## src/rtl/fp_pkg.sv

```systemverilog
// Shared IEEE-754 single-precision constants, operand classes and sequencer states.
package fp_pkg;
  localparam int          FP_BIAS = 127;
  localparam int          EXP_W   = 8;
  localparam int          FRAC_W  = 23;
  localparam logic [31:0] QNAN    = 32'h7FC00000;
  localparam logic [31:0] POS_INF = 32'h7F800000;

  typedef enum logic [1:0] {CLS_ZERO, CLS_NORM, CLS_INF, CLS_NAN} fp_class_t;
  typedef enum logic [1:0] {ST_IDLE, ST_MUL, ST_NORM, ST_DONE} state_t;

  // Denormal inputs are treated as zero.
  function automatic fp_class_t fp_classify(input logic [31:0] x);
    if (x[FRAC_W +: EXP_W] == '0) return CLS_ZERO;
    if (x[FRAC_W +: EXP_W] == '1) return (x[FRAC_W-1:0] != '0) ? CLS_NAN : CLS_INF;
    return CLS_NORM;
  endfunction
endpackage

```

## src/rtl/fp_round_norm.sv

```systemverilog
// Normalise a 48b mantissa product, round to nearest-even and range-check the exponent.
module fp_round_norm
  import fp_pkg::*;
(
  input  logic [47:0]       p_i,
  input  logic signed [9:0] exp_i,
  input  logic              sign_i,
  output logic [31:0]       res_o,
  output logic              ovf_o,
  output logic              unf_o
);
  logic [22:0]       frac;
  logic [23:0]       frac_rnd;
  logic              guard, sticky, exp_inc;
  logic signed [9:0] exp_fin;

  always_comb begin
    if (p_i[47]) begin
      frac    = p_i[46:24];
      guard   = p_i[23];
      sticky  = |p_i[22:0];
      exp_inc = 1'b1;
    end else begin
      frac    = p_i[45:23];
      guard   = p_i[22];
      sticky  = |p_i[21:0];
      exp_inc = 1'b0;
    end
    // Carry out of the fraction means the mantissa rolled over to 1.0.
    frac_rnd = {1'b0, frac} + 24'(guard & (sticky | frac[0]));
    exp_fin  = exp_i + $signed({9'b0, exp_inc}) + $signed({9'b0, frac_rnd[23]});
    ovf_o    = 1'b0;
    unf_o    = 1'b0;
    res_o    = {sign_i, exp_fin[7:0], frac_rnd[22:0]};
    if (exp_fin >= 10'sd255) begin
      res_o = {sign_i, POS_INF[30:0]};
      ovf_o = 1'b1;
    end else if (exp_fin <= 10'sd0) begin
      res_o = {sign_i, 31'b0};
      unf_o = 1'b1;
    end
  end
endmodule

```

## src/rtl/fp_mul_seq.sv

```systemverilog
// Iterative single-precision multiplier: shift-add mantissa product, then normalise/round.
module fp_mul_seq
  import fp_pkg::*;
#(
  parameter int RADIX_BITS = 1
) (
  input  logic        g_clk,
  input  logic        n_reset,
  input  logic        start_i,
  input  logic [31:0] multiplicand_i,
  input  logic [31:0] multiplier_i,
  output logic [31:0] product_o,
  output logic        ready_o,
  output logic        busy_o,
  output logic        overflow_o,
  output logic        underflow_o,
  output logic        invalid_o
);
  localparam int N  = 24 / RADIX_BITS;
  localparam int CW = $clog2(N);

  state_t            state_q;
  fp_class_t         cls_a_q, cls_b_q;
  logic              sign_q;
  logic signed [9:0] exp_q;
  logic [47:0]       ma_q, acc_q, acc_d;
  logic [23:0]       mb_q;
  logic [CW-1:0]     cnt_q;
  logic [31:0]       res_q, rn_res;
  logic              ovf_q, unf_q, inv_q, rn_ovf, rn_unf;

  // Retire RADIX_BITS multiplier bits per cycle against the pre-shifted multiplicand.
  always_comb begin
    acc_d = acc_q;
    for (int j = 0; j < RADIX_BITS; j++)
      if (mb_q[j]) acc_d = acc_d + (ma_q << j);
  end

  fp_round_norm u_rn (
    .p_i   (acc_q),
    .exp_i (exp_q),
    .sign_i(sign_q),
    .res_o (rn_res),
    .ovf_o (rn_ovf),
    .unf_o (rn_unf)
  );

  always_ff @(posedge g_clk or negedge n_reset) begin
    if (!n_reset) begin
      state_q     <= ST_IDLE;
      cls_a_q     <= CLS_ZERO;
      cls_b_q     <= CLS_ZERO;
      sign_q      <= 1'b0;
      exp_q       <= '0;
      ma_q        <= '0;
      mb_q        <= '0;
      acc_q       <= '0;
      cnt_q       <= '0;
      res_q       <= '0;
      ovf_q       <= 1'b0;
      unf_q       <= 1'b0;
      inv_q       <= 1'b0;
      product_o   <= '0;
      ready_o     <= 1'b0;
      busy_o      <= 1'b0;
      overflow_o  <= 1'b0;
      underflow_o <= 1'b0;
      invalid_o   <= 1'b0;
    end else begin
      ready_o <= 1'b0;
      unique case (state_q)
        ST_IDLE: if (start_i) begin
          cls_a_q <= fp_classify(multiplicand_i);
          cls_b_q <= fp_classify(multiplier_i);
          sign_q  <= multiplicand_i[31] ^ multiplier_i[31];
          exp_q   <= $signed({2'b00, multiplicand_i[30:23]}) + $signed({2'b00, multiplier_i[30:23]})
                     - 10'(FP_BIAS);
          ma_q    <= {24'b0, 1'b1, multiplicand_i[22:0]};
          mb_q    <= {1'b1, multiplier_i[22:0]};
          acc_q   <= '0;
          cnt_q   <= CW'(N - 1);
          busy_o  <= 1'b1;
          state_q <= ST_MUL;
        end
        ST_MUL: begin
          acc_q <= acc_d;
          ma_q  <= ma_q << RADIX_BITS;
          mb_q  <= mb_q >> RADIX_BITS;
          cnt_q <= cnt_q - 1'b1;
          if (cnt_q == '0) state_q <= ST_NORM;
        end
        ST_NORM: begin
          ovf_q <= 1'b0;
          unf_q <= 1'b0;
          inv_q <= 1'b0;
          if (cls_a_q == CLS_NAN || cls_b_q == CLS_NAN ||
              (cls_a_q == CLS_ZERO && cls_b_q == CLS_INF) ||
              (cls_a_q == CLS_INF && cls_b_q == CLS_ZERO)) begin
            res_q <= QNAN;
            inv_q <= 1'b1;
          end else if (cls_a_q == CLS_INF || cls_b_q == CLS_INF) begin
            res_q <= {sign_q, POS_INF[30:0]};
          end else if (cls_a_q == CLS_ZERO || cls_b_q == CLS_ZERO) begin
            res_q <= {sign_q, 31'b0};
          end else begin
            res_q <= rn_res;
            ovf_q <= rn_ovf;
            unf_q <= rn_unf;
          end
          state_q <= ST_DONE;
        end
        ST_DONE: begin
          product_o   <= res_q;
          overflow_o  <= ovf_q;
          underflow_o <= unf_q;
          invalid_o   <= inv_q;
          ready_o     <= 1'b1;
          busy_o      <= 1'b0;
          state_q     <= ST_IDLE;
        end
        default: state_q <= ST_IDLE;
      endcase
    end
  end
endmodule

```

## config.mk

```make
export PLATFORM = sky130hd
export DESIGN_NAME = fp_mul_seq
export DESIGN_NICKNAME = d
export VERILOG_FILES = /design/src/rtl/fp_pkg.sv /design/src/rtl/fp_round_norm.sv /design/src/rtl/fp_mul_seq.sv
export SDC_FILE = /design/constraint.sdc
export NUM_CORES = 1
export LEC_CHECK = 0
export CAP_MARGIN = 5
export CORE_MARGIN = 4
export CORE_UTILIZATION = 53
export CTS_CLUSTER_DIAMETER = 80
export DETAILED_ROUTE_END_ITERATION = 6
export PLACE_DENSITY = 0.79
export SLEW_MARGIN = 30
export SYNTH_ARGS = -nofsm -noshare
export SYNTH_HDL_FRONTEND = slang
export SYNTH_SLANG_ARGS = --single-unit
```

## constraint.sdc

```tcl
create_clock -name g_clk -period 3.8 [get_ports g_clk]
set_input_delay 0.76 -clock g_clk [delete_from_list [all_inputs] [get_ports g_clk]]
set_output_delay 0.76 -clock g_clk [all_outputs]
set_load 0.005 [all_outputs]
```

# [After elaboration in Yosys (flattened, before gate mapping)]
# Cells that the tools add are included.
[word_totals] mem_bits_ro=0 ramBits=0 reg_bits=214 n_memories=0 latchBits=0 inputBits=67 out_inout_bits=37
[classes] shifts=0 eq_ne=12 mux=58 addsub=7 reduce_logical=24 div_mod_pow=0 bitwise_logic=3 n_mul=0 n_lt_le_gt_ge=2
[ops] cell="$pmux 48 s2" count=2
[ops] cell="$mux 48" count=3
[ops] cell="$mux 31" count=4
[ops] cell="$add 48x48->48" count=1
[ops] cell="$pmux 24 s2" count=1
[ops] cell="$reduce_bool 23->1" count=2
[ops] cell="$mux 32" count=1
[ops] cell="$mux 1" count=31
[ops] cell="$add 23x24->24" count=1
[ops] cell="$and 1x24->24" count=1
[ops] cell="$mux 24" count=1
[ops] cell="$mux 23" count=1
[ops] cell="$reduce_or 23->1" count=1
[ops] cell="$reduce_or 22->1" count=1
[ops] cell="$add 10x2->10" count=2
[ops] cell="$mux 2" count=10
[ops] cell="$eq 8x8->1 const B" count=2
[ops] cell="$logic_not 8->1" count=2
[ops] cell="$eq 2x2->1 const B" count=6
[ops] cell="$ge 10x9->1 const B" count=1
[ops] cell="$le 10x1->1 const B" count=1
[ops] cell="$pmux 5 s2" count=1
[ops] cell="$sub 9x7->10 const B" count=1
[ops] cell="$add 8x8->9" count=1
[ops] cell="15 further kinds" count=28

# [Logic depth before layout (Yosys ltp)]
# Gate-level depths: netlist of the first run.
[logic_depth] depth_word=12 depth_mapped=21 depth_no_buf=19

# [Modules after synthesis]
# Synthesis of the first run repeated with hierarchy kept, for this count alone.
[unflattened] hier_cells=1444 hier_area_um2=13319.0
[by_module_without_submodules] module="fp_mul_seq" n_inst=1 seq_area_each_um2=5355.1 cells_each=1215 area_per_inst_um2=11772.5
[by_module_without_submodules] module="fp_round_norm" n_inst=1 seq_area_each_um2=0.0 cells_each=229 area_per_inst_um2=1546.5

# [Least setup slack after synthesis of the first run]
# No wires, ideal clock.
[synth_timing] path_kind="reg-to-reg" start="register acc_q[47]" end="register res_q[9]" path_stages_with_launch=19 path_buffers=1 synth_period_minus_slack_ps=4161 arrival_time_ps=4083 setup_slack_ps=-361 t_required_ps=3722 path_cell_list="dfrtp_1 -> nand2b_1 -> a21oi_1 -> nand3_1 -> nor3_1 -> nand2_1 -> nor2_1 -> nand2_1 -> fa_1 -> nor2b_1 -> nand2_1 -> nor2_1 -> nand3_1 -> xor2_1 -> o31ai_1 -> a21oi_1 -> nand2_1 -> buf_2 -> o2bb2ai_1"
[synth_between] elab_chain_len=11
[synth_lines] element="start, declared" line_no="fp_mul_seq.sv:26" source="logic [47:0] ma_q, acc_q, acc_d;"
[synth_lines] element="start signal, assigned" line_no="fp_mul_seq.sv:57" source="acc_q <= '0;"
[synth_lines] element="start signal, assigned" line_no="fp_mul_seq.sv:80" source="acc_q <= '0;"
[synth_lines] element="start signal, assigned" line_no="fp_mul_seq.sv:86" source="acc_q <= acc_d;"
[synth_lines] element="$mux 1 or $mux 23 (tied branches)" line_no="fp_round_norm.sv:18" source="if (p_i[47]) begin"
[synth_lines] element="$or 1x1->1" line_no="fp_round_norm.sv:30" source="frac_rnd = {1'b0, frac} + 24'(guard & (sticky | frac[0]));"
[synth_lines] element="$and 1x24->24" line_no="fp_round_norm.sv:30"
[synth_lines] element="$add 23x24->24" line_no="fp_round_norm.sv:30"
[synth_lines] element="$add 10x2->10" line_no="fp_round_norm.sv:31" source="exp_fin = exp_i + $signed({9'b0, exp_inc}) + $signed({9'b0, frac_rnd[23]});"
[synth_lines] element="$le 10x1->1" line_no="fp_round_norm.sv:38" source="end else if (exp_fin <= 10'sd0) begin"
[synth_lines] element="$mux 31" line_no="fp_round_norm.sv:38"
[synth_lines] element="$mux 31 (*)" line_no="fp_round_norm.sv:35" source="if (exp_fin >= 10'sd255) begin"
[synth_lines] element="$mux 31 (*)" line_no="fp_mul_seq.sv:103" source="end else if (cls_a_q == CLS_ZERO || cls_b_q == CLS_ZERO) begin"
[synth_lines] element="$mux 31 (*)" line_no="fp_mul_seq.sv:101" source="end else if (cls_a_q == CLS_INF || cls_b_q == CLS_INF) begin"
[synth_lines] element="$mux 32 (*)" line_no="fp_mul_seq.sv:96" source="if (cls_a_q == CLS_NAN || cls_b_q == CLS_NAN ||"
[synth_lines] element="end signal, assigned" line_no="fp_mul_seq.sv:102" source="res_q <= {sign_q, POS_INF[30:0]};"
[synth_lines] element="end signal, assigned" line_no="fp_mul_seq.sv:104" source="res_q <= {sign_q, 31'b0};"
[synth_lines] element="end signal, assigned" line_no="fp_mul_seq.sv:106" source="res_q <= rn_res;"
[synth_lines] element="end, declared" line_no="fp_mul_seq.sv:29" source="logic [31:0] res_q, rn_res;"
# Mark *: on every way between the ends. The rest lies on a longest branch, timed or not.
# A chain may end at the register's enable or synchronous reset.

# [Worst setup path after layout of the first run]
[layout_timing] start="register acc_q[47]" end="register res_q[29]"
[layout_between] elab_chain_len=11
[layout_lines] element="$mux 1 or $mux 23 (tied branches)" line_no="fp_round_norm.sv:18"
[layout_lines] element="$or 1x1->1" line_no="fp_round_norm.sv:30"
[layout_lines] element="$and 1x24->24" line_no="fp_round_norm.sv:30"
[layout_lines] element="$add 23x24->24" line_no="fp_round_norm.sv:30"
[layout_lines] element="$add 10x2->10 (*)" line_no="fp_round_norm.sv:31"
[layout_lines] element="$le 10x1->1" line_no="fp_round_norm.sv:38"
[layout_lines] element="$mux 31" line_no="fp_round_norm.sv:38"
[layout_lines] element="$mux 31 (*)" line_no="fp_round_norm.sv:35"
[layout_lines] element="$mux 31 (*)" line_no="fp_mul_seq.sv:103"
[layout_lines] element="$mux 31 (*)" line_no="fp_mul_seq.sv:101"
[layout_lines] element="$mux 32 (*)" line_no="fp_mul_seq.sv:96"
# Marks and branches as above.

==> results of run 1 <==
-- Yosys cell counts, types with 12 or more instances --
library cell,count
sky130_fd_sc_hd__dfrtp_1,214
sky130_fd_sc_hd__nand2_1,166
sky130_fd_sc_hd__o21ai_0,131
sky130_fd_sc_hd__a21oi_1,89
sky130_fd_sc_hd__ha_1,70
sky130_fd_sc_hd__nor2_1,62
sky130_fd_sc_hd__clkbuf_1,56
sky130_fd_sc_hd__mux2i_1,54
sky130_fd_sc_hd__xnor2_1,47
sky130_fd_sc_hd__xor2_1,42
sky130_fd_sc_hd__mux2_2,40
sky130_fd_sc_hd__a21o_1,36
sky130_fd_sc_hd__a22o_1,33
sky130_fd_sc_hd__inv_1,33
sky130_fd_sc_hd__nand3_1,30
sky130_fd_sc_hd__nor4_1,24
sky130_fd_sc_hd__nand4_1,23
sky130_fd_sc_hd__o2bb2ai_1,20
sky130_fd_sc_hd__nor3_1,17
sky130_fd_sc_hd__o21a_1,13
sky130_fd_sc_hd__nor2b_1,12
sky130_fd_sc_hd__o21ai_1,12
-- kinds of logic (layout without fill, tap and decap cells) --
| group | Yosys count | after routing |
|---|---|---|
| AOI/OAI and AO/OA | 405 | 405 |
| DFF | 214 | 214 |
| and+or+nand+nor | 367 | 367 |
| adders and majority gates | 73 | 73 |
| buffers and inverters | 110 | 236 |
| xor gates and xnor gates | 89 | 89 |
| muxes | 94 | 94 |
-- stage by stage --
step	setup TNS [ps]	std cells	util [%]
3_3_place_gp	0	1743	60.7
2_1_floorplan	0	1352	-
3_5_place_dp	-2850	1743	60.7
6_report	0	1797	64.8
5_1_grt	-2640	1797	64.8
4_1_cts	0	1787	64.4
-- state kept, by name, summed over array words and instances (netlist names), 2 cells and up --
name	count
acc_q	48
cls_a_q	2
cls_b_q	2
cnt_q	5
exp_q	10
ma_q	48
mb_q	24
product_o	32
res_q	32
state_q	2
-- repair_timing --
| action | in CTS | in global routing |
|---|---|---|
| setup endpoints to repair | 25 | 32 |
| resized for setup | 3 | 11 |
| pin swaps | 1 | 9 |
| gates cloned | 0 | 0 |
| setup buffers | 1 | 10 |
-- per-layer routing --
metal / vias up / wire (um)
met5: - / 0
met2: 282 / 14400
met4: 0 / 682
met3: 52 / 1450
li1: 5112 / -
met1: 5114 / 13900
-- cell type report --
type / count / area (um2) / share of cell area, %
flip-flops and latches: 214 / 5360 / 35.1
repair buffers: 159 / 1480 / 9.72
multi-input cells: 1028 / 7050 / 46.2
inverters: 34 / 128 / 0.836
clock buffers: 33 / 726 / 4.76
well taps: 319 / 399 / 2.62
clock inverters: 10 / 115 / 0.754
-- power by group through the flow --
stage	clock (mW)	combinational (mW)	sequential, mW
4_1_cts	2.46	5.19	3.74
3_5_place_dp	0	5.13	3.76
6_report	2.42	5.24	3.75
3_3_place_gp	0	5.00	3.73
5_1_grt	2.55	5.83	3.85
2_1_floorplan	0	3.77	3.56
-- path summary, 6_finish.rpt --
check / endpoint / start / slack, ps
max: res_q[29] / acc_q[47] / 200
min: mb_q[8] / n_reset / 300
max reg2reg: res_q[29] / acc_q[47] / 200
min reg2reg: mb_q[14] / mb_q[14] / 480
max in group asynchronous: ma_q[32] / n_reset / 2570
min in group g_clk: mb_q[14] / mb_q[14] / 480
-- critical path: cells and delay by family, from the launching register on --
family / cells / cell delay, ps
adders and majority gates: 2 / 490
and+or+nand+nor: 10 / 1330
buffers and inverters: 2 / 250
xor gates and xnor gates: 1 / 180
DFF: 1 / 470
muxes: 1 / 140
AOI/OAI and AO/OA: 3 / 660
==> metrics list, run 1 <==
- Setup slack closes at 201 ps.
- Across the VDD grid, the largest voltage drop is 0.489 mV.
* Aggregate global routing overflow: 0
* Relative slew slack: 34.1%
- met2 is the most crowded layer.
* Worst hold slack across all endpoints: 300 ps
- For met3 alone, demand over resource in global routing was 2.88%.
- Placeable core region: 23500 um2
- Length in cells of the worst reg-to-reg path: 19
- Number of distinct library cell variants in the gate-level netlist after synthesis: 62
- Clock buffer depth: 3
- The number of antenna violations at the first check in global routing came to 0.
* Final number of setup-violating endpoints: 0
- Once detail routing completed, the nets flagged for antenna violations numbered 0.
- Number of warnings issued by yosys: 0
- Post-Synth XOR/XNOR Area: 6.12%
* Max frequency: 0.278 GHz
- Summing the areas of all compound-gate instances in the mapped netlist gives 20.2% of the synthesized area.
- Total power after layout: 11.4 mW
* Total of fill cells in the finished design: 1917
* Global routing usage on met1: 31.9%
- In the synthesized netlist the dominant register cell turns out to be sky130_fd_sc_hd__dfrtp_1.
- The worst setup path is captured at a flip-flop.
* I/O Pins: 104
* CTS HTree Levels: 1
- Summing all placed instances gives a cell area of 14300 um2.
* Combinational family with the most area after synthesis: compound AO/OA/AOI/OAI gates
* Switching fraction of total power: 40.5%
* Post-synthesis share of cell area spent on full adders, half adders and majority gates: 7.35%
* Largest driver fanout on the critical path: 6
- Cell area after synthesis: 12700 um2
- The number of global-route vias before repair came to 10170.
- Maximum number of pins on one net before global-route repair: 90
* Cell repeated most along the worst path: sky130_fd_sc_hd__nand2_1
- In the global route stage, overall resource usage came out at 22.7%.
* Clock power frac: 21.2%
- Post-DR wirelength/cell: 17.0 um
* Ratio of routed vias to standard cells: 5.88
- STA puts the critical path data arrival time at 4030 ps.
- The number of nets handed over by synthesis was 1492.
- In the finished design, the share of the clock period the worst path needs comes to 94.7%.
- At the later pin of the worst-skew pair, clock insertion delay measures 510 ps.
- Run status: complete, no violations
- Number of enable flip-flop cells after synthesis: 0
* Iteration count of the initial detailed-routing pass: 5
- Dividing total power by cell area gives a power density of 748 nW/um2.
* Crit path required time: 4230 ps
- Vias after detailed routing: 10560
- TritonCTS built the clock tree.
- Fraction of synthesized cell area taken by the top area cell type: 42.1%
- After synthesis, the mean cell area works out to 9.42 um2.
- The path class of the tightest hold or removal check is in2async.
- By area the synthesized netlist is led by sky130_fd_sc_hd__dfrtp_1 42%, sky130_fd_sc_hd__ha_1 6.9%, sky130_fd_sc_hd__o21ai_0 5.1%.
* Share of cells above drive strength 1: 11.4%
- Flip-flop and latch count after synthesis: 214
- Of the total power, combinational logic draws 46.0%.
- The critical path in this run is classified as reg2reg.
- Buffers inserted to repair hold after CTS numbered 0.
- Across the run, the number of max-cap violations was 0.
- Summed over all layers, the routed wires come to 30500 um.
- STA classifies the critical path startpoint as a flip-flop.
- Clock skew on the completed layout was measured at 7.75 ps.
- Top library cells by usage in the layout, fill and taps aside: 212 x sky130_fd_sc_hd__dfrtp_1, 166 x sky130_fd_sc_hd__nand2_1, 131 x sky130_fd_sc_hd__o21ai_0
- Area added between synthesis and finish: 19.8%
* Area of all placed cells without fillers: 15300 um2
- Cells after Synth: 1352
- Once the floorplan was initialized, standard cells occupied 54.1% of the core.
- In this run the static leakage power is 6.83 nW.
- The analysis attributes to net switching a power of 4.63 mW.
- Register clock-pin slew on the reported worst setup and hold paths: 60 ps
* Simple-gate portion of the synthesized area: 13.2%
- For the pin with the worst max-slew slack, the measured transition is 980 ps.
* Number of max-slew violations in the final report: 0
- Post-detail-place hpwl: 22200 um
- The portion of synthesized area spent on multiplexers is 7.78%.
- The largest total area in the synthesized netlist belongs to sky130_fd_sc_hd__dfrtp_1.
- The clock net in this run drives a total of 214 sinks.
* Critical Path Slowest Stage Cell: sky130_fd_sc_hd__dfrtp_2
- Placer congestion estimate: 0.941
- At the end of the flow, the number of nets in the layout was 1601.
* Die Area: 26600 um2
- Buffers inserted during clock tree synthesis total 24.
- Diode insertion count for antenna repair: 0
- PortBufs: 103
- Maximum single-stage delay on the critical path: 470 ps
* Period minus WS final: 3600 ps
- Root cell of the clock tree: sky130_fd_sc_hd__clkbuf_16
* Sequential fraction of design power: 32.9%
- Number of DRC violations after detailed routing: 0
- In the synthesized netlist the async set-or-reset flop fraction comes to 100%.
* Die width: 163 um
- Detailed router's first-iteration violation count: 768
- The floorplan has 56 rows.
* Final Hold Viols: 0
* Pre-CTS worst setup slack: -161 ps
- Internal power: 6.78 mW
* Global-route wire length before repair: 50500 um
- Met2 global-route usage: 37.8%
- Most common cell after layout, fill and taps aside: sky130_fd_sc_hd__dfrtp_1
- From bottom edge to top edge, the die measures 163 um.
- The signal on the critical path passes through mux2i_1 > nor2_1 > nand3_1 > nor3b_2 > nand2_1 > nor2_2 > nand2_1 > fa_2 > inv_1 > ha_1 > nand2_1 > nor2_2 > nand2_1 > xor2_1 > o41ai_2 > buf_4 > nand2_1 > o21a_1 > o22ai_1.
- After synthesis, flip-flops and latches occupy 42.1% of the total area.
No activity file was read; power rests on OpenSTA's default activity.
==> run 2: changes to the inputs <==
ABC_AREA = 1   (was not set)
CORE_UTILIZATION = 55   (was 53)
PLACE_DENSITY = 0.8   (was 0.79)
==> metrics list, run 2 <==
- In this run the cell area of the synthesized design comes to 14700 um2.
* Leading registers by flop count: acc_q (48), ma_q (48)
- Wire segments on met3 add up to 2350 um in the final route.
- Setup violations remaining at the end of the flow were counted as 0.
* Period Utilization, post-route: 93.5%
- Most common cell in the netlist: sky130_fd_sc_hd__nand2_1
* Syn nets: 2304
* Length in cells of the worst reg-to-reg path: 22
- Final antenna-violating net count: 0
- STA classifies the critical path startpoint as a flip-flop.
- In this run the number of cells on the critical path is 22.
- After detailed routing, the average wire length per cell comes to 15.4 um.
- Cells after Synth: 2164
- Total wire length after detailed routing: 40600 um
- From synthesis to final layout, the design area changed by 16.7%.
* Placeable core region: 26100 um2
* Clock buffer depth: 3
- TNS Setup: 0 ps
- Wire length on met1: 18400 um
- Of all cell types, the one taking the most synthesized area is sky130_fd_sc_hd__dfrtp_1.
- The flow ran to the end, and the final reports show no timing, DRC or antenna violations.
- Prevailing post-synth register cell: sky130_fd_sc_hd__dfrtp_1
- Maximum number of pins on one net before global-route repair: 107
* Final Hold Viols: 0
- Maximum single-stage delay on the critical path: 440 ps
- The number of slew-limit violations in the final report came to 0.
- Cells with a size suffix above 1 make up 7.35% of the layout.
* Crit path required time: 4200 ps
- The tool flagged a number of max-cap violations equal to 0.
* Top library cells by usage in the layout, fill and taps aside: 754 x sky130_fd_sc_hd__nand2_1, 332 x sky130_fd_sc_hd__inv_1, 213 x sky130_fd_sc_hd__dfrtp_1
- Vias after detailed routing: 14249
* Detailed router's first-iteration violation count: 986
- Hold bufs inserted after CTS: 0
* Maximum ir drop on the vdd rail: 0.497 mV
- # placed instances: 2587
- The signal on the critical path passes through buf_12 > buf_4 > o21ai_2 > nand2_2 > inv_2 > nand3_2 > nor4_2 > nand4_1 > fa_2 > inv_1 > ha_4 > buf_4 > nand4_1 > nand2_1 > nand3_1 > nor2_2 > nand3_2 > nand2_4 > nor2_8 > nand2_4 > buf_12 > o21ai_2.
* Endpoint type of the worst setup path: flip-flop
- Ratio of routed vias to standard cells: 5.41
- Detailed routing placed a total of 18800 um of wire on met2.
* Most common cell after layout, fill and taps aside: sky130_fd_sc_hd__nand2_1
- Syn avg cell area: 6.79 um2
- CTS tree: yes
* I/O Pins: 104
- Arrival time worst endpoint: 3960 ps
- Later-pin clock latency in the skew report: 540 ps
- The Yosys step of the flow raised 0 warnings.
- The setup path with the least slack is of type reg2reg.
- Total of fill cells in the finished design: 2390
- By area the synthesized netlist is led by sky130_fd_sc_hd__dfrtp_1 36%, sky130_fd_sc_hd__nand2_1 19%, sky130_fd_sc_hd__inv_1 8.5%.
- Slew at the pin closest to its max-slew limit: 857 ps
- In this design, the largest share of critical-path delay is due to simple AND/OR/NAND/NOR gates.
- Counting both buffers and inverters, the worst setup path holds a total of 6.
- Period minus WS final: 3550 ps
* Class of the tightest hold or removal check: in2async
* Die Area: 29400 um2
* Max frequency: 0.281 GHz
* Total number of nets in the final design: 2421
- From bottom edge to top edge, the die measures 171 um.
* Relative slew slack: 42.9%
- The repair_antennas step left the layout with diodes totalling 0.
* Sequential cell area fraction in the yosys report: 36.5%
- Number of DRC violations after detailed routing: 0
- Global-route wire length before repair: 66900 um
* Post-Layout Cell Count: 2633
* Fraction of synthesized cell area taken by the top area cell type: 36.5%
- Power density over the cells: 701 nW/um2
* Number of global-route vias before repair: 13627
- Lkg Pwr: 8.66 nW
- In this run the worst path has a maximum fanout of 13.
- Number of CTS-inserted buffers: 25
- Most used standard cells in the synthesized netlist: 754 x sky130_fd_sc_hd__nand2_1, 334 x sky130_fd_sc_hd__inv_1, 214 x sky130_fd_sc_hd__dfrtp_1
* Number of distinct library cell variants in the gate-level netlist after synthesis: 46
- In this run the tool buffered the top-level ports with 103 buffer cells.
- The clock drives 214 sinks.
- Flip-flop and latch count after synthesis: 214
* Register clock-pin slew on the reported worst setup and hold paths: 60 ps
* Placer congestion estimate: 0.988
* Iteration count of the initial detailed-routing pass: 5
- Summed over all layers, the global routing overflow is 0.
- Initial standard-cell utilization of the core: 56.2%
- The clock arrives with 15.3 ps of skew.
- Measured along the x axis, the die boundary spans 171 um.
- Post-detail-place hpwl: 31500 um
* Critical Path Slowest Stage Cell: sky130_fd_sc_hd__dfrtp_2
- Rows: 59
* Global-route total usage across every layer: 27.7%
- Clock tree synthesis selected as its root buffer the cell sky130_fd_sc_hd__clkbuf_16.
- Async set-reset flop share out of synthesis: 100%
- The number of antenna violations at the first check in global routing was 0.
- CTS built an H-tree with a depth of 1.
- Counting flops with a built-in enable in the synthesized netlist gives 0.
* Highest routing layer actually used: met4
==> run 2: cell type report <==
type	count	area (um2)	share of cell area [%]
clock buffer	34	709	4.14
clock inverter	10	148	0.861
inverter	344	1290	7.55
multi-input combinational	1552	7800	45.5
sequential	214	5360	31.2
tap	335	419	2.45
timing repair buffer	144	1420	8.26
==> run 2: kinds of logic after synthesis <==
kind of cell	synth area share, %
AO/OA/AOI/OAI	12.9
XOR/XNOR	0.596
AND/OR/NAND/NOR	32.9
buffers and inverters	10.7
adder cells (fa/ha/maj)	6.37
flip-flops	36.5
==> run 2: power breakdown <==
| part | total (mW) | internal (mW) | switching [mW] |
|---|---|---|---|
| clock | 2.49 | 1.51 | 0.979 |
| sequential | 3.71 | 3.10 | 0.606 |
| combinational | 5.82 | 1.99 | 3.83 |
==> run 2: path summary, 6_finish.rpt <==
kind / slack, ps / endpoint / start
setup / recovery: 250 / res_q[8] / acc_q[47]
hold / removal: 230 / ma_q[45] / n_reset
setup reg to reg: 250 / res_q[8] / acc_q[47]
hold reg to reg: 470 / product_o[13] / product_o[13]
max in group asynchronous: 2800 / res_q[21] / n_reset
min in group g_clk: 470 / product_o[13] / product_o[13]
==> run 2: stage by stage <==
stage          power (mW)  hold WS [ps]  area, um2  util, %  setup WS, ps
5_1_grt              13.0           321      17100     65.6         -20.1
3_5_place_dp         9.42           458      16200     62.0           193
4_1_cts              12.0           303      17100     65.3           178
6_report             12.0           234      17100     65.6           247
3_3_place_gp         9.24           454      16200     62.0           245
2_1_floorplan        7.65           449      14700        -           462
==> run 2: metal layers <==
metal / up-vias / track usage (%)
li1: 7147 / -
met1: 6585 / 38.8
met2: 448 / 46.7
met3: 69 / 2.76
met4: 0 / 6.92
met5: - / 0
==> run 2: what timing repair did <==
| action | 4_1_cts | 5_1_grt |
|---|---|---|
| buffers inserted | 0 | 1 |
| setup endpoints to repair | 0 | 31 |
| gates resized for setup | 0 | 10 |
| endpoints found under the hold margin | 0 | 0 |
==> run 3: changes to the inputs <==
CTS_BUF_LIST = sky130_fd_sc_hd__clkbuf_8   (was not set)
==> metrics list, run 3 (synthesis results as in run 2) <==
- The flow ran to the end, and the final reports show no timing, DRC or antenna violations.
* RSZ-0062 raised after global routing: false
* Number of global-route vias before repair: 13608
- PortBufs: 103
* Post-detail-place hpwl: 31500 um
- Area added between synthesis and finish: 16.4%
- TNS Setup: 0 ps
- Max-cap check violation count: 0
* Switching fraction of total power: 45.9%
- Data on the critical path arrives at its endpoint at 4000 ps.
- The routed layout has 14267 vias.
- Power density over the cells: 690 nW/um2
- Die Area: 29400 um2
* Relative slew slack: 35.8%
* Worst R2R Start: acc_q[47]
* Cell area after placement: 16200 um2
- Internal power: 6.38 mW
* Placeable core region: 26100 um2
* Clock power frac: 19.4%
- Top library cells by usage in the layout, fill and taps aside: 754 x sky130_fd_sc_hd__nand2_1, 342 x sky130_fd_sc_hd__inv_1, 213 x sky130_fd_sc_hd__dfrtp_1
- Measured along the y axis, the die boundary spans 171 um.
* Initial standard-cell utilization of the core: 56.2%
- Ratio of routed vias to standard cells: 5.37
- Summed over all layers, the routed wires come to 40400 um.
- Period minus WS final: 3530 ps
- After detailed routing, the number of remaining DRC violations is 0.
- Ordered cell list for the critical path: buf_12 > buf_4 > o21ai_2 > nand2_2 > inv_2 > nand3_2 > nor4_2 > nand4_1 > fa_2 > inv_1 > ha_2 > buf_4 > nand3_1 > nand2_1 > nand2_1 > nand3_1 > nor2_2 > nand3_2 > nand2_4 > nor2_8 > nand2_4 > buf_12 > o21ai_2
- The number of hold-slack violations in the final timing report was 0.
- In the final routed layout, each cell accounts on average for 15.2 um.
- In this run the static leakage power is 8.71 nW.
- Portion of total power attributed to combinational logic: 49.2%
* Critical path start-end classification: reg2reg
- The worst setup path is captured at a flip-flop.
- Share of cells above drive strength 1: 8.05%
* Maximum number of pins on one net before global-route repair: 107
- After the last flow step, the layout net total stands at 2434.
- Largest driver fanout on the critical path: 13
- VDD sags by at most 0.420 mV.
* Antenna violations before repair: 0
* Max frequency: 0.283 GHz
* CTS HTree Levels: 2
- For this run the aggregate overflow at the end of global routing stands at 0.
- Period Utilization, post-route: 92.9%
- Worst Setup Start Kind: flip-flop
- Sequential fraction of design power: 31.4%
* Worst Skew: 27.3 ps
- Area of all placed cells without fillers: 17100 um2
* Critical Path Slowest Stage Cell: sky130_fd_sc_hd__dfrtp_2
- Later-pin clock latency in the skew report: 550 ps
- Diode insertion count for antenna repair: 0
- Clock buffer depth: 3
* Global-route total usage across every layer: 27.8%
- Leaving out fill and tap cells, the most frequent cell in the layout is sky130_fd_sc_hd__nand2_1.
- Crit path required time: 4270 ps
* Total net switching power: 5.42 mW
- The min-delay analysis places its worst path in the category in2async.
- On the worst path, the slowest cell contributes a delay of 440 ps.
* Root cell of the clock tree: sky130_fd_sc_hd__clkbuf_8
- Counting every sink on the clock net gives 214.
- The most critical setup path has its startpoint at acc_q[47].
* Leading registers by flop count: acc_q (48), ma_q (48)
- Register clock-pin slew on the reported worst setup and hold paths: 60 ps
- Slew at the pin closest to its max-slew limit: 957 ps
- Number of max-slew violations in the final report: 0
* Iteration count of the initial detailed-routing pass: 5
* CTS tree: yes
- In this run the remaining antenna-violating nets after routing total 0.
- Rows: 59
* Detailed router's first-iteration violation count: 924
- Placer congestion estimate: 0.988
- Die width: 171 um
* Number of CTS-inserted buffers: 38
- Setup violations remaining at the end of the flow were counted as 0.
- For this design the top-level I/O count stands at 104.
- Global-route wire length before repair: 66700 um
## run 3: power groups by stage
stage	logic, mW	clock network (mW)	registers (mW)
finish	5.80	2.29	3.70
global route	6.58	2.44	3.80
CTS	5.75	2.33	3.69
detailed placement	5.71	0	3.71
global placement	5.55	0	3.69
floorplan	4.12	0	3.53
## run 3: layout make-up
class                      instances  area (um2)
fill                            2422        9040
multi-input combinational       1552        7790
sequential                       214        5360
timing repair buffer             144        1410
inverter                         344        1290
clock buffer                      48         661
tap                              335         419
clock inverter                    20         159
## run 3: what timing repair did
item / 4_1_cts / 5_1_grt
setup buffers: 0 / 1
setup endpoints to repair: 0 / 31
hold buffers: 0 / 0
resized for setup: 0 / 9
## run 3: per-layer routing
| layer | global-route usage (%) | wire length [um] |
|---|---|---|
| met2 | 45.7 | 18400 |
| met1 | 38.6 | 18200 |
| met5 | 0 | 0 |
| met4 | 8.06 | 1130 |
| met3 | 3.70 | 2730 |
## run 3: worst paths after layout
check | to | slack, ps | cells past startpoint
worst max-delay path | res_q[11] | 270 | 23
worst min-delay path | ma_q[44] | 240 | 1
worst max register to register | res_q[11] | 270 | 23
worst min register to register | product_o[8] | 470 | 2
max in group asynchronous | ready_o | 2800 | 2
min in group g_clk | product_o[8] | 470 | 2
## run 3: critical path: cells and delay by family, from the launching register on
family | cells | cell delay, ps
AND/OR/NAND/NOR | 13 | 1330
adder cells (fa/ha/maj) | 2 | 600
AO/OA/AOI/OAI | 2 | 280
flip-flops | 1 | 440
buffers and inverters | 6 | 800
## run 3: per-stage QoR
stage               setup WS [ps]  power [mW]  util, %  std cells  hold WS [ps]
floorplan                     462        7.65        -       2164           449
global placement              245        9.24     62.0       2587           454
detailed placement            193        9.42     62.0       2587           458
CTS                           184        11.8     65.2       2655           295
global route                0.676        12.8     65.4       2657           307
finish                        269        11.8     65.4       2657           238
